$ cat src/rtl/rr_arb_pkg.sv
// Shared definitions for the round-robin stream arbiter.
//   arb_state_e : arbiter FSM state encoding
//   MaxReq      : largest supported requester count
//   ptr_next()  : priority pointer increment modulo the requester count
package rr_arb_pkg;

    typedef enum logic {
        ARB_IDLE   = 1'b0,
        ARB_LOCKED = 1'b1
    } arb_state_e;

    localparam int MaxReq = 16;

    // Any pointer at or beyond the last index folds back to 0, so a
    // non-power-of-two requester count can never leave an out-of-range index.
    function automatic int ptr_next(input int ptr, input int num_req);
        if (ptr >= num_req - 1) begin
            return 0;
        end
        return ptr + 1;
    endfunction

endpackage

$ cat src/rtl/dff.sv
// Single-bit register with load enable and synchronous reset.
//   clk_i : clock
//   rst_i : synchronous active-high reset, loads ResetVal
//   en_i  : load enable
//   d_i   : next value
//   q_o   : registered value
module dff #(
    parameter logic ResetVal = 1'b0
) (
    input  logic clk_i,
    input  logic rst_i,
    input  logic en_i,
    input  logic d_i,
    output logic q_o
);

    always_ff @(posedge clk_i) begin
        if (rst_i) begin
            q_o <= ResetVal;
        end else if (en_i) begin
            q_o <= d_i;
        end
    end

endmodule

$ cat src/rtl/rr_priority_pick.sv
// Combinational round-robin pick: the request vector is rotated so that
// index ptr_i sits at bit 0, the lowest set bit is isolated, and the result
// is rotated back to requester positions.
//   req_i    : request vector
//   ptr_i    : highest-priority index
//   winner_o : one-hot winner (zero when nothing requests)
//   found_o  : at least one request present
module rr_priority_pick #(
    parameter int NumReq = 4,
    parameter int PtrW   = $clog2(NumReq)
) (
    input  logic [NumReq-1:0] req_i,
    input  logic [PtrW-1:0]   ptr_i,
    output logic [NumReq-1:0] winner_o,
    output logic              found_o
);

    logic [NumReq-1:0] rotated;
    logic [NumReq-1:0] rot_onehot;

    // Doubling the vector turns the rotate into a plain shift.
    assign rotated    = NumReq'({req_i, req_i} >> ptr_i);
    assign rot_onehot = rotated & (~rotated + NumReq'(1));
    assign winner_o   = NumReq'(({rot_onehot, rot_onehot} << ptr_i) >> NumReq);
    assign found_o    = |req_i;

endmodule

$ cat src/rtl/rr_stream_arbiter.sv
// Round-robin packet arbiter sharing one valid/ready byte stream between
// NumReq sources. A winner keeps the output until it transfers a beat with
// last set; the next search then starts at the following requester.
//   clk_i        : clock
//   rst_i        : synchronous active-high reset
//   req_valid_i  : per-requester beat valid
//   req_data_i   : per-requester data, requester k at [k*Width +: Width]
//   req_last_i   : per-requester end-of-packet
//   req_ready_o  : per-requester ready (only the granted one follows ready_i)
//   valid_o      : downstream valid
//   data_o       : downstream data (zero while idle)
//   last_o       : downstream end-of-packet
//   ready_i      : downstream ready
//   grant_o      : one-hot current grant, zero while idle
//   busy_o       : a packet is locked
//
// state      | meaning
// -----------+---------------------------------------------------------
// ARB_IDLE   | no grant; pick the next requester starting at ptr_r
// ARB_LOCKED | grant_r owns the stream until its last beat transfers
module rr_stream_arbiter
    import rr_arb_pkg::*;
#(
    parameter int NumReq = 4,
    parameter int Width  = 8
) (
    input  logic                    clk_i,
    input  logic                    rst_i,
    input  logic [NumReq-1:0]       req_valid_i,
    input  logic [NumReq*Width-1:0] req_data_i,
    input  logic [NumReq-1:0]       req_last_i,
    output logic [NumReq-1:0]       req_ready_o,
    output logic                    valid_o,
    output logic [Width-1:0]        data_o,
    output logic                    last_o,
    input  logic                    ready_i,
    output logic [NumReq-1:0]       grant_o,
    output logic                    busy_o
);

    localparam int PtrW = $clog2(NumReq);

    if (NumReq < 2 || NumReq > MaxReq) begin : g_bad_num_req
        $error("rr_stream_arbiter: NumReq must be between 2 and MaxReq");
    end

    logic              state_q;
    arb_state_e        state_r;
    arb_state_e        state_d;
    logic [NumReq-1:0] grant_r;
    logic [NumReq-1:0] grant_d;
    logic [PtrW-1:0]   ptr_r;
    logic [PtrW-1:0]   ptr_d;
    logic              arb_en;
    logic              ptr_en;

    logic [NumReq-1:0] pick_winner;
    logic              pick_found;
    logic [PtrW-1:0]   g_idx;
    logic [Width-1:0]  data_mux;
    logic              xfer_last;

    assign state_r = arb_state_e'(state_q);

    rr_priority_pick #(
        .NumReq (NumReq),
        .PtrW   (PtrW)
    ) u_pick (
        .req_i    (req_valid_i),
        .ptr_i    (ptr_r),
        .winner_o (pick_winner),
        .found_o  (pick_found)
    );

    // grant_r is zero outside LOCKED, so the mux yields all-zero outputs
    // while idle without needing the state term.
    always_comb begin
        data_mux = '0;
        g_idx    = '0;
        for (int k = 0; k < NumReq; k++) begin
            if (grant_r[k]) begin
                data_mux = data_mux | req_data_i[k*Width +: Width];
                g_idx    = g_idx | PtrW'(k);
            end
        end
    end

    assign valid_o     = |(req_valid_i & grant_r);
    assign last_o      = |(req_last_i & grant_r);
    assign data_o      = data_mux;
    assign req_ready_o = grant_r & {NumReq{ready_i}};
    assign grant_o     = grant_r;
    assign busy_o      = (state_r == ARB_LOCKED);
    assign xfer_last   = valid_o & ready_i & last_o;

    always_comb begin
        state_d = state_r;
        grant_d = grant_r;
        ptr_d   = ptr_r;
        arb_en  = 1'b0;
        ptr_en  = 1'b0;
        case (state_r)
            ARB_IDLE: begin
                if (pick_found) begin
                    state_d = ARB_LOCKED;
                    grant_d = pick_winner;
                    arb_en  = 1'b1;
                end
            end
            ARB_LOCKED: begin
                if (xfer_last) begin
                    state_d = ARB_IDLE;
                    grant_d = '0;
                    ptr_d   = PtrW'(ptr_next(int'(g_idx), NumReq));
                    arb_en  = 1'b1;
                    ptr_en  = 1'b1;
                end
            end
            default: begin
                state_d = ARB_IDLE;
                grant_d = '0;
                arb_en  = 1'b1;
            end
        endcase
    end

    dff #(.ResetVal(1'b0)) u_state_dff (
        .clk_i (clk_i),
        .rst_i (rst_i),
        .en_i  (arb_en),
        .d_i   (state_d),
        .q_o   (state_q)
    );

    for (genvar k = 0; k < NumReq; k++) begin : g_grant
        dff #(.ResetVal(1'b0)) u_grant_dff (
            .clk_i (clk_i),
            .rst_i (rst_i),
            .en_i  (arb_en),
            .d_i   (grant_d[k]),
            .q_o   (grant_r[k])
        );
    end

    for (genvar b = 0; b < PtrW; b++) begin : g_ptr
        dff #(.ResetVal(1'b0)) u_ptr_dff (
            .clk_i (clk_i),
            .rst_i (rst_i),
            .en_i  (ptr_en),
            .d_i   (ptr_d[b]),
            .q_o   (ptr_r[b])
        );
    end

endmodule

$ cat config.mk
export PLATFORM = sky130hd
export DESIGN_NAME = rr_stream_arbiter
export DESIGN_NICKNAME = d
export VERILOG_FILES = /design/src/rtl/rr_arb_pkg.sv /design/src/rtl/dff.sv /design/src/rtl/rr_priority_pick.sv /design/src/rtl/rr_stream_arbiter.sv
export SDC_FILE = /design/constraint.sdc
export NUM_CORES = 1
export LEC_CHECK = 0
export CAP_MARGIN = 20
export CORE_MARGIN = 2
export CORE_UTILIZATION = 32
export CTS_CLUSTER_SIZE = 40
export DETAILED_ROUTE_END_ITERATION = 10
export PLACE_DENSITY = 0.81
export SLEW_MARGIN = 20
export SYNTH_ARGS = -nofsm -noshare
export SYNTH_HDL_FRONTEND = slang
export SYNTH_HIERARCHICAL = 1
export SYNTH_SLANG_ARGS = --single-unit
$ cat constraint.sdc
create_clock -name clk_i -period 1.8 [get_ports clk_i]
set_input_delay 0.27 -clock clk_i [delete_from_list [all_inputs] [get_ports clk_i]]
set_output_delay 0.27 -clock clk_i [all_outputs]
set_load 0.02 [all_outputs]
==> results of run 1 <==
## per-layer routing
metal | track usage (%) | share of wire, %
met5 | 0 | 0
met1 | 24.6 | 42
met4 | 11.0 | 1.2
met3 | 3.45 | 3.4
met2 | 41.0 | 53
## cell type report
type	count	area, um^2	area share (%)
Timing Repair Buffer	77	713	48.2
Multi-Input combinational cell	84	558	37.7
Sequential cell	7	144	9.72
Tap cell	28	35.0	2.37
Clock buffer	4	26.3	1.78
Inverter	1	3.75	0.254
## logic make-up after synthesis
kind of cell           synth area share [%]
buffers and inverters                  4.63
XOR/XNOR                               1.20
AO/OA/AOI/OAI                          30.2
flip-flops                             19.2
AND/OR/NAND/NOR                        25.6
multiplexers                           19.2
## sequential cells by signal, indices dropped and copies added, names as in the netlist
name                     count
g_grant.u_grant_dff/q_o      4
g_ptr.u_ptr_dff/q_o          2
u_state_dff/q_o              1
## cells in the final DEF, fill, tap and decap left out, types with 2 or more instances in the layout
cell type,n
a21oi_1,2
a22oi_1,20
and2_1,5
buf_4,16
clkbuf_4,3
clkdlybuf4s50_1,47
dfxtp_1,4
dfxtp_2,3
dlygate4sd2_1,14
mux2_4,2
mux2i_1,11
nand2_1,12
nor2_1,18
nor2b_1,2
o21a_1,2
## power by group through the flow
stage	logic [mW]	clock network, mW	registers, mW
after floorplan	0.117	0	0.181
after global placement	0.319	0	0.176
after detailed placement	0.325	0	0.176
after CTS	0.308	0.144	0.174
after global routing	0.331	0.153	0.175
final	0.309	0.135	0.174
## path summary, 6_finish.rpt
path	end	slack, ns	cells after the start
max	grant_o[2]	0.09	2
min	g_grant[0].u_grant_dff/q_o	0.57	2
max reg2reg	g_grant[2].u_grant_dff/q_o	0.21	6
min reg2reg	g_grant[0].u_grant_dff/q_o	0.57	2
## worst reg2reg max path: stages (launching register included)
cell     delay (ns)
dfxtp_2        0.37
a22oi_1        0.20
nand2_1        0.12
and4_4         0.24
or2_4          0.29
mux2i_1        0.20
nor2_1         0.06
## stage by stage
| stage | area, um^2 | setup TNS (ns) |
|---|---|---|
| after floorplan | 729 | 0 |
| after global placement | 1470 | -0.718 |
| after detailed placement | 1470 | -1.28 |
| after CTS | 1480 | 0 |
| after global routing | 1480 | 0 |
| final | 1480 | 0 |
==> impl_metrics.tcl, run 1 <==
set metrics [dict create \
    rsz0062_at_grt "false" \
    worst_ir_drop_vdd_uv 393 \
    worst_hold_slack_ns 0.572 \
    crit_slowest_cell "clkdlybuf4s50_1" \
    worstMarginPinSlew_ns 0.345 \
    ys_types 24 \
    htree_num_levels 1 \
    swShare_pct 31.3 \
    ant_nets 0 \
    dieArea_um2 2680 \
    p_int_uw 425 \
    drc_errors 0 \
    drive_gt1_share_pct 16.2 \
    cts_hold_buf 0 \
    slew_headroom_pct 77.0 \
    synth_area_leader_cell "a22oi_1" \
    cp.arrival_ns 1.44 \
    initial_utilization_pct 33.3 \
    grt_overflow 0 \
    first_pass_iters 4 \
    synth_edf_count 0 \
    synth_flop_cell "dfxtp_1" \
    synth-seq-area-share_pct 19.2 \
    crit_chain "buf_4 > clkdlybuf4s50_1" \
    yosysWarnings 6 \
    power_frac_seq_pct 28.2 \
    die_h_um 51.7 \
    start_kind "register" \
    finalWorstSetupSlack_ns 0.0867 \
    critPathMaxFanout 9 \
    synth-seq-cells 7 \
    coreArea_um2 2190 \
    port_buffers 61 \
    vias 1013 \
    hold_viol_final 0 \
    place_ws_ns -0.190 \
    diodes 0 \
    utilization_pct 67.6 \
    status "finished, final reports clean" \
    yosysMostFrequentCell "a22oi_1" \
    critPathTopFamily "buffers and inverters" \
    dp_cells 197 \
    drv_slew 0 \
    rows 17 \
    synth.avg_cell_area_um2 7.44 \
    clk_transition_reported_paths_ns 0.05 \
    grt_pass1_vias 1011 \
    netSwitchingPower_uw 193 \
    synth_top_area_share_pct 20.6 \
    area_growth_pct 103 \
    wl_per_cell_um 14.8 \
    power.leakage_nw 0.710 \
    finalNonFillerCells 201 \
    grt_pass1_wl_mm 4.49 \
    clkPwrFrac_pct 21.9 \
    postSynthNetCount 141 \
    routabilityCongestion 0.880 \
    die_w_um 51.7 \
    power_density_nw_per_um2 418 \
    setup-violations-final 0 \
    cts_resized 17 \
    crit_type "reg2out" \
    dpl.hpwl_mm 2.49 \
    syn_area_um2 729 \
    yosys-top-cells-count "a22oi_1 (20), nor2_1 (18), nand2_1 (12)" \
    cap_violations 0 \
    cp.required_ns 1.53 \
    wl_mm 2.98 \
    clk_latency_ns 0.24 \
    crit_start "g_grant[2].u_grant_dff/q_o" \
    grt_use_total_pct 22.3 \
    numCtsBuffers 3 \
    hold_path.class "reg2reg" \
    r2r_start "g_grant[2].u_grant_dff/q_o" \
    antenna_found_initial 0 \
    skew_ns 0.00295 \
    fillers 193 \
    clockBufferDepth 2 \
    max_freq_mhz 584 \
    path_buf_inv 2 \
    final.min_clock_period_ns 1.71 \
    num-nets-final 217 \
    slowest_delay_ns 0.60 \
    avgViaCountPerCell 5.04 \
    finalPower_uw 618 \
    cts_root_buf "clkbuf_4" \
    io_pins 62 \
    p_comb_share_pct 49.9 \
    synth_cells 98 \
    cts_tree "built" \
    end_kind "primary output" \
    synthTopCellsByArea "a22oi_1 (21%), dfxtp_1 (19%), mux2i_1 (15%), nor2_1 (9.3%), nand2_1 (6.2%)" \
    grt_max_degree 10 \
    cts_sinks 7 \
    synthArstFlopShare_pct 0 \
    drtIter0Drc 17 \
    post-route-period-util_pct 95.2 \
    cts_setup_buffers 0 \
    hp-start "g_grant[0].u_grant_dff/q_o" \
]
Note: power is estimated with default switching activity, not from simulation.
==> run 2, diff against run 1 <==
Settings changed: CORE_MARGIN 2 to default, MAX_ROUTING_LAYER from default to met4.
==> impl_metrics.tcl, run 2 (synthesis gave the netlist of run 1 again) <==
set metrics [dict create \
    dpl.hpwl_mm 2.45 \
    wl_per_cell_um 14.7 \
    skew_ns 0.00402 \
    hold_path.class "reg2reg" \
    start_kind "register" \
    worst-r2r-cell-count 6 \
    utilization_pct 75.4 \
    gr-max-usage-layer "met2" \
    worst_hold_slack_ns 0.587 \
    worst_ir_drop_vdd_uv 583 \
    ant_nets 0 \
    largest-register "g_grant.u_grant_dff/q_o" \
    dp_cells 200 \
    num-nets-final 221 \
    initial_utilization_pct 35.7 \
    fillers 167 \
    drive_gt1_share_pct 18.6 \
    critPathMaxFanout 5 \
    cts_resized 15 \
    coreArea_um2 2040 \
    fin_area_um2 1540 \
    power.leakage_nw 0.762 \
    finalPower_uw 650 \
    vias 1038 \
    cts_sinks 7 \
    mostFrequentLayoutCells "clkdlybuf4s50_1 (46), a22oi_1 (20), nor2_1 (18), buf_4 (18), dlygate4sd2_1 (13)" \
    crit_slowest_cell "clkdlybuf4s50_1" \
    crit_type "reg2out" \
    status "finished, final reports clean" \
    hold_viol_final 0 \
    grt_pass1_vias 1045 \
    port_buffers 61 \
    place_ws_ns -0.205 \
    drc_errors 0 \
    max_freq_mhz 587 \
    slowest_delay_ns 0.60 \
    crit_chain "buf_4 > clkdlybuf4s50_1" \
    setup-violations-final 0 \
    area_growth_pct 111 \
    cts_tree "built" \
    htree_num_levels 1 \
    holdPathStages 2 \
    multiInputGateArea_um2 567 \
    post-route-period-util_pct 94.6 \
    finalWorstSetupSlack_ns 0.0977 \
    reg_top3 "g_grant.u_grant_dff/q_o (4), g_ptr.u_ptr_dff/q_o (2), u_state_dff/q_o (1)" \
    cap_violations 0 \
    cts_hold_buf 0 \
    largest_register_ffs 4 \
    clockBufferDepth 2 \
    die_w_um 49.7 \
    drtIter0Drc 20 \
    grt_pass1_wl_mm 5.01 \
    grt_overflow 0 \
    grtUsageMet1_pct 31.7 \
    seqCellArea_um2 143 \
    grt_use_total_pct 27.6 \
    avgViaCountPerCell 5.09 \
    wl_mm 3.00 \
    first_pass_iters 4 \
    grtUsageMet3_pct 4.32 \
    slew_headroom_pct 78.6 \
    cts_root_buf "clkbuf_4" \
    routabilityCongestion 0.999 \
    clk_latency_ns 0.27 \
    grt_max_degree 10 \
    diodes 0 \
    cts_setup_buffers 0 \
    finalNonFillerCells 204 \
    end_kind "primary output" \
    die_h_um 49.7 \
    numCtsBuffers 3 \
    worstMarginPinSlew_ns 0.320 \
    rows 16 \
    antenna_found_initial 0 \
    drv_slew 0 \
    grt_use_met2_pct 46.4 \
    power_density_nw_per_um2 422 \
    place_area_um2 1510 \
    clk_transition_reported_paths_ns 0.06 \
    dieArea_um2 2470 \
    final.min_clock_period_ns 1.70 \
    cp.required_ns 1.53 \
    cp.arrival_ns 1.43 \
    setup_tns_ns 0 \
    io_pins 62 \
    mostFrequentLayoutCell "clkdlybuf4s50_1" \
]
[run 2: final timing paths]
check | startpoint | endpoint | slack, ns
min reg2reg | g_grant[2].u_grant_dff/q_o | g_grant[2].u_grant_dff/q_o | 0.59
min | g_grant[2].u_grant_dff/q_o | g_grant[2].u_grant_dff/q_o | 0.59
max reg2reg | g_grant[2].u_grant_dff/q_o | g_grant[0].u_grant_dff/q_o | 0.21
max | g_grant[1].u_grant_dff/q_o | grant_o[1] | 0.1
[run 2: per-layer routing]
metal | routed length, um | vias to the layer above
met2 | 1540 | 37
met1 | 1260 | 473
li1 | - | 521
met3 | 145 | 7
met4 | 53 | 0
met5 | 0 | -
[run 2: final cells by class]
type | instances | area share (%)
Clock buffer | 3 | 1.46
Clock inverter | 1 | 0.325
Inverter | 1 | 0.244
Multi-Input combinational cell | 84 | 36.8
Sequential cell | 7 | 9.26
Tap cell | 27 | 2.19
Timing Repair Buffer | 81 | 49.7
[run 2: where the power goes]
group          internal (mW)  switching (mW)  leakage [nW]
clock                 0.0818          0.0701        0.0177
combinational          0.189           0.134         0.687
sequential             0.162          0.0131        0.0579
[run 2: critical path, delay by kind of cell, from the launching register on]
| kind | cells | cell delay [ns] |
|---|---|---|
| buffers and inverters | 2 | 0.77 |
| DFF | 1 | 0.40 |
==> run 3, diff against run 2 <==
Settings changed: CORE_UTILIZATION 32 to 33, CTS_BUF_LIST from default to sky130_fd_sc_hd__clkbuf_2, PLACE_DENSITY 0.81 to 0.83.
==> impl_metrics.tcl, run 3 (synthesis gave the netlist of run 1 again) <==
set metrics [dict create \
    crit_chain "clkdlybuf4s50_1 > nor2_1 > nand2_1 > nor2b_1 > buf_4 > mux2i_1 > nor2_1 > mux2i_1 > nor2_1" \
    end_kind "register" \
    clkPwrFrac_pct 18.8 \
    cts_sinks 7 \
    routabilityCongestion 0.894 \
    largest-register "g_grant.u_grant_dff/q_o" \
    rows 16 \
    critPathMaxFanout 4 \
    io_pins 62 \
    cts_setup_buffers 0 \
    slew_headroom_pct 79.3 \
    setup-violations-final 0 \
    setup_tns_ns 0 \
    wl_per_cell_um 15.0 \
    worstMarginPinSlew_ns 0.310 \
    drc_errors 0 \
    die_h_um 49.0 \
    multiInputGateArea_um2 558 \
    grt_use_total_pct 26.4 \
    cts_hold_buf 0 \
    avgViaCountPerCell 5.20 \
    initial_utilization_pct 36.1 \
    clk_transition_reported_paths_ns 0.08 \
    start_kind "input pin" \
    grt_pass1_vias 1057 \
    num-nets-final 220 \
    first_pass_iters 4 \
    cts_tree "built" \
    numCtsBuffers 3 \
    die_w_um 49.0 \
    power.leakage_nw 0.727 \
    power_frac_seq_pct 28.9 \
    dieArea_um2 2400 \
    antenna_found_initial 0 \
    drtIter0Drc 67 \
    grt_pass1_wl_mm 4.75 \
    wl_mm 3.04 \
    diodes 0 \
    netSwitchingPower_uw 208 \
    cts_root_buf "clkbuf_2" \
    vias 1056 \
    hold_path.class "reg2reg" \
    cp_common_cell "nor2_1" \
    worst_ir_drop_vdd_uv 503 \
    cap_violations 0 \
    area_growth_pct 105 \
    status "finished, final reports clean" \
    post-route-period-util_pct 94.8 \
    grt_max_degree 12 \
    utilization_pct 73.9 \
    skew_ns 0.00482 \
    ant_nets 0 \
    mostFrequentLayoutCell "clkdlybuf4s50_1" \
    slowest_delay_ns 0.52 \
    p_int_uw 394 \
    clk_latency_ns 0.23 \
    cp.arrival_ns 1.83 \
    max_freq_mhz 586 \
    reg_top3 "g_grant.u_grant_dff/q_o (4), g_ptr.u_ptr_dff/q_o (2), u_state_dff/q_o (1)" \
    swShare_pct 34.5 \
    cp.required_ns 1.92 \
    clockBufferDepth 2 \
    dpl.hpwl_mm 2.41 \
    cts_resized 16 \
    crit_slowest_cell "clkdlybuf4s50_1" \
    mostFrequentLayoutCells "clkdlybuf4s50_1 (47), a22oi_1 (20), buf_4 (19)" \
    fillers 171 \
    p_comb_share_pct 52.3 \
    grt_overflow 0 \
    final.min_clock_period_ns 1.71 \
    drive_gt1_share_pct 17.6 \
    crit_type "in2reg" \
    rsz0062_at_grt "false" \
    seqCellArea_um2 143 \
    hold_viol_final 0 \
    htree_num_levels 1 \
    port_buffers 61 \
    power_density_nw_per_um2 403 \
    drv_slew 0 \
    coreArea_um2 2020 \
    largest_register_ffs 4 \
]
## run 3: area by class of cell
type | count | area share [%]
Sequential cell | 7 | 9.55
Multi-Input combinational cell | 84 | 37.4
Clock inverter | 1 | 0.335
Clock buffer | 3 | 1.01
Timing Repair Buffer | 80 | 49.2
Inverter | 1 | 0.251
Tap cell | 27 | 2.26
## run 3: worst max-delay path, delay by kind of cell
family	cells	cell delay, ns
muxes	2	0.37
buffers and inverters	2	0.69
and+or+nand+nor	5	0.50
## run 3: through the flow
stage | power, mW | setup slack [ns] | hold slack, ns | instance area [um^2] | std cells
finish | 0.602 | 0.0930 | 0.585 | 1490 | 203
global route | 0.633 | 0.0272 | 0.620 | 1490 | 203
CTS | 0.603 | 0.0580 | 0.588 | 1490 | 203
detailed placement | 0.504 | -0.196 | 0.582 | 1490 | 199
global placement | 0.497 | -0.0985 | 0.558 | 1490 | 199
floorplan | 0.298 | 0.00145 | 0.342 | 729 | 98
## run 3: path summary, 6_finish.rpt
| path | start | to | slack (ns) | cells after the start |
|---|---|---|---|---|
| min reg2reg | g_grant[1].u_grant_dff/q_o | g_grant[1].u_grant_dff/q_o | 0.58 | 2 |
| max reg2reg | g_grant[2].u_grant_dff/q_o | g_grant[3].u_grant_dff/q_o | 0.15 | 7 |
| min | g_grant[1].u_grant_dff/q_o | g_grant[1].u_grant_dff/q_o | 0.58 | 2 |
| max | req_valid_i[1] | g_grant[3].u_grant_dff/q_o | 0.09 | 9 |
## run 3: layer usage
| layer | part of all wire (%) | GRT usage (%) | vias to the layer above | wire length [um] |
|---|---|---|---|---|
| li1 | - | - | 513 | - |
| met1 | 40 | 29.1 | 477 | 1230 |
| met2 | 51 | 46.8 | 58 | 1560 |
| met3 | 6.6 | 3.12 | 8 | 200 |
| met4 | 1.7 | 12.7 | 0 | 51 |
| met5 | 0 | - | - | 0 |
## run 3: power groups by stage
stage	sequential (mW)	combinational, mW	clock [mW]
2_1_floorplan	0.181	0.117	0
3_3_place_gp	0.176	0.321	0
3_5_place_dp	0.176	0.328	0
4_1_cts	0.174	0.311	0.118
5_1_grt	0.175	0.334	0.123
6_report	0.174	0.315	0.113
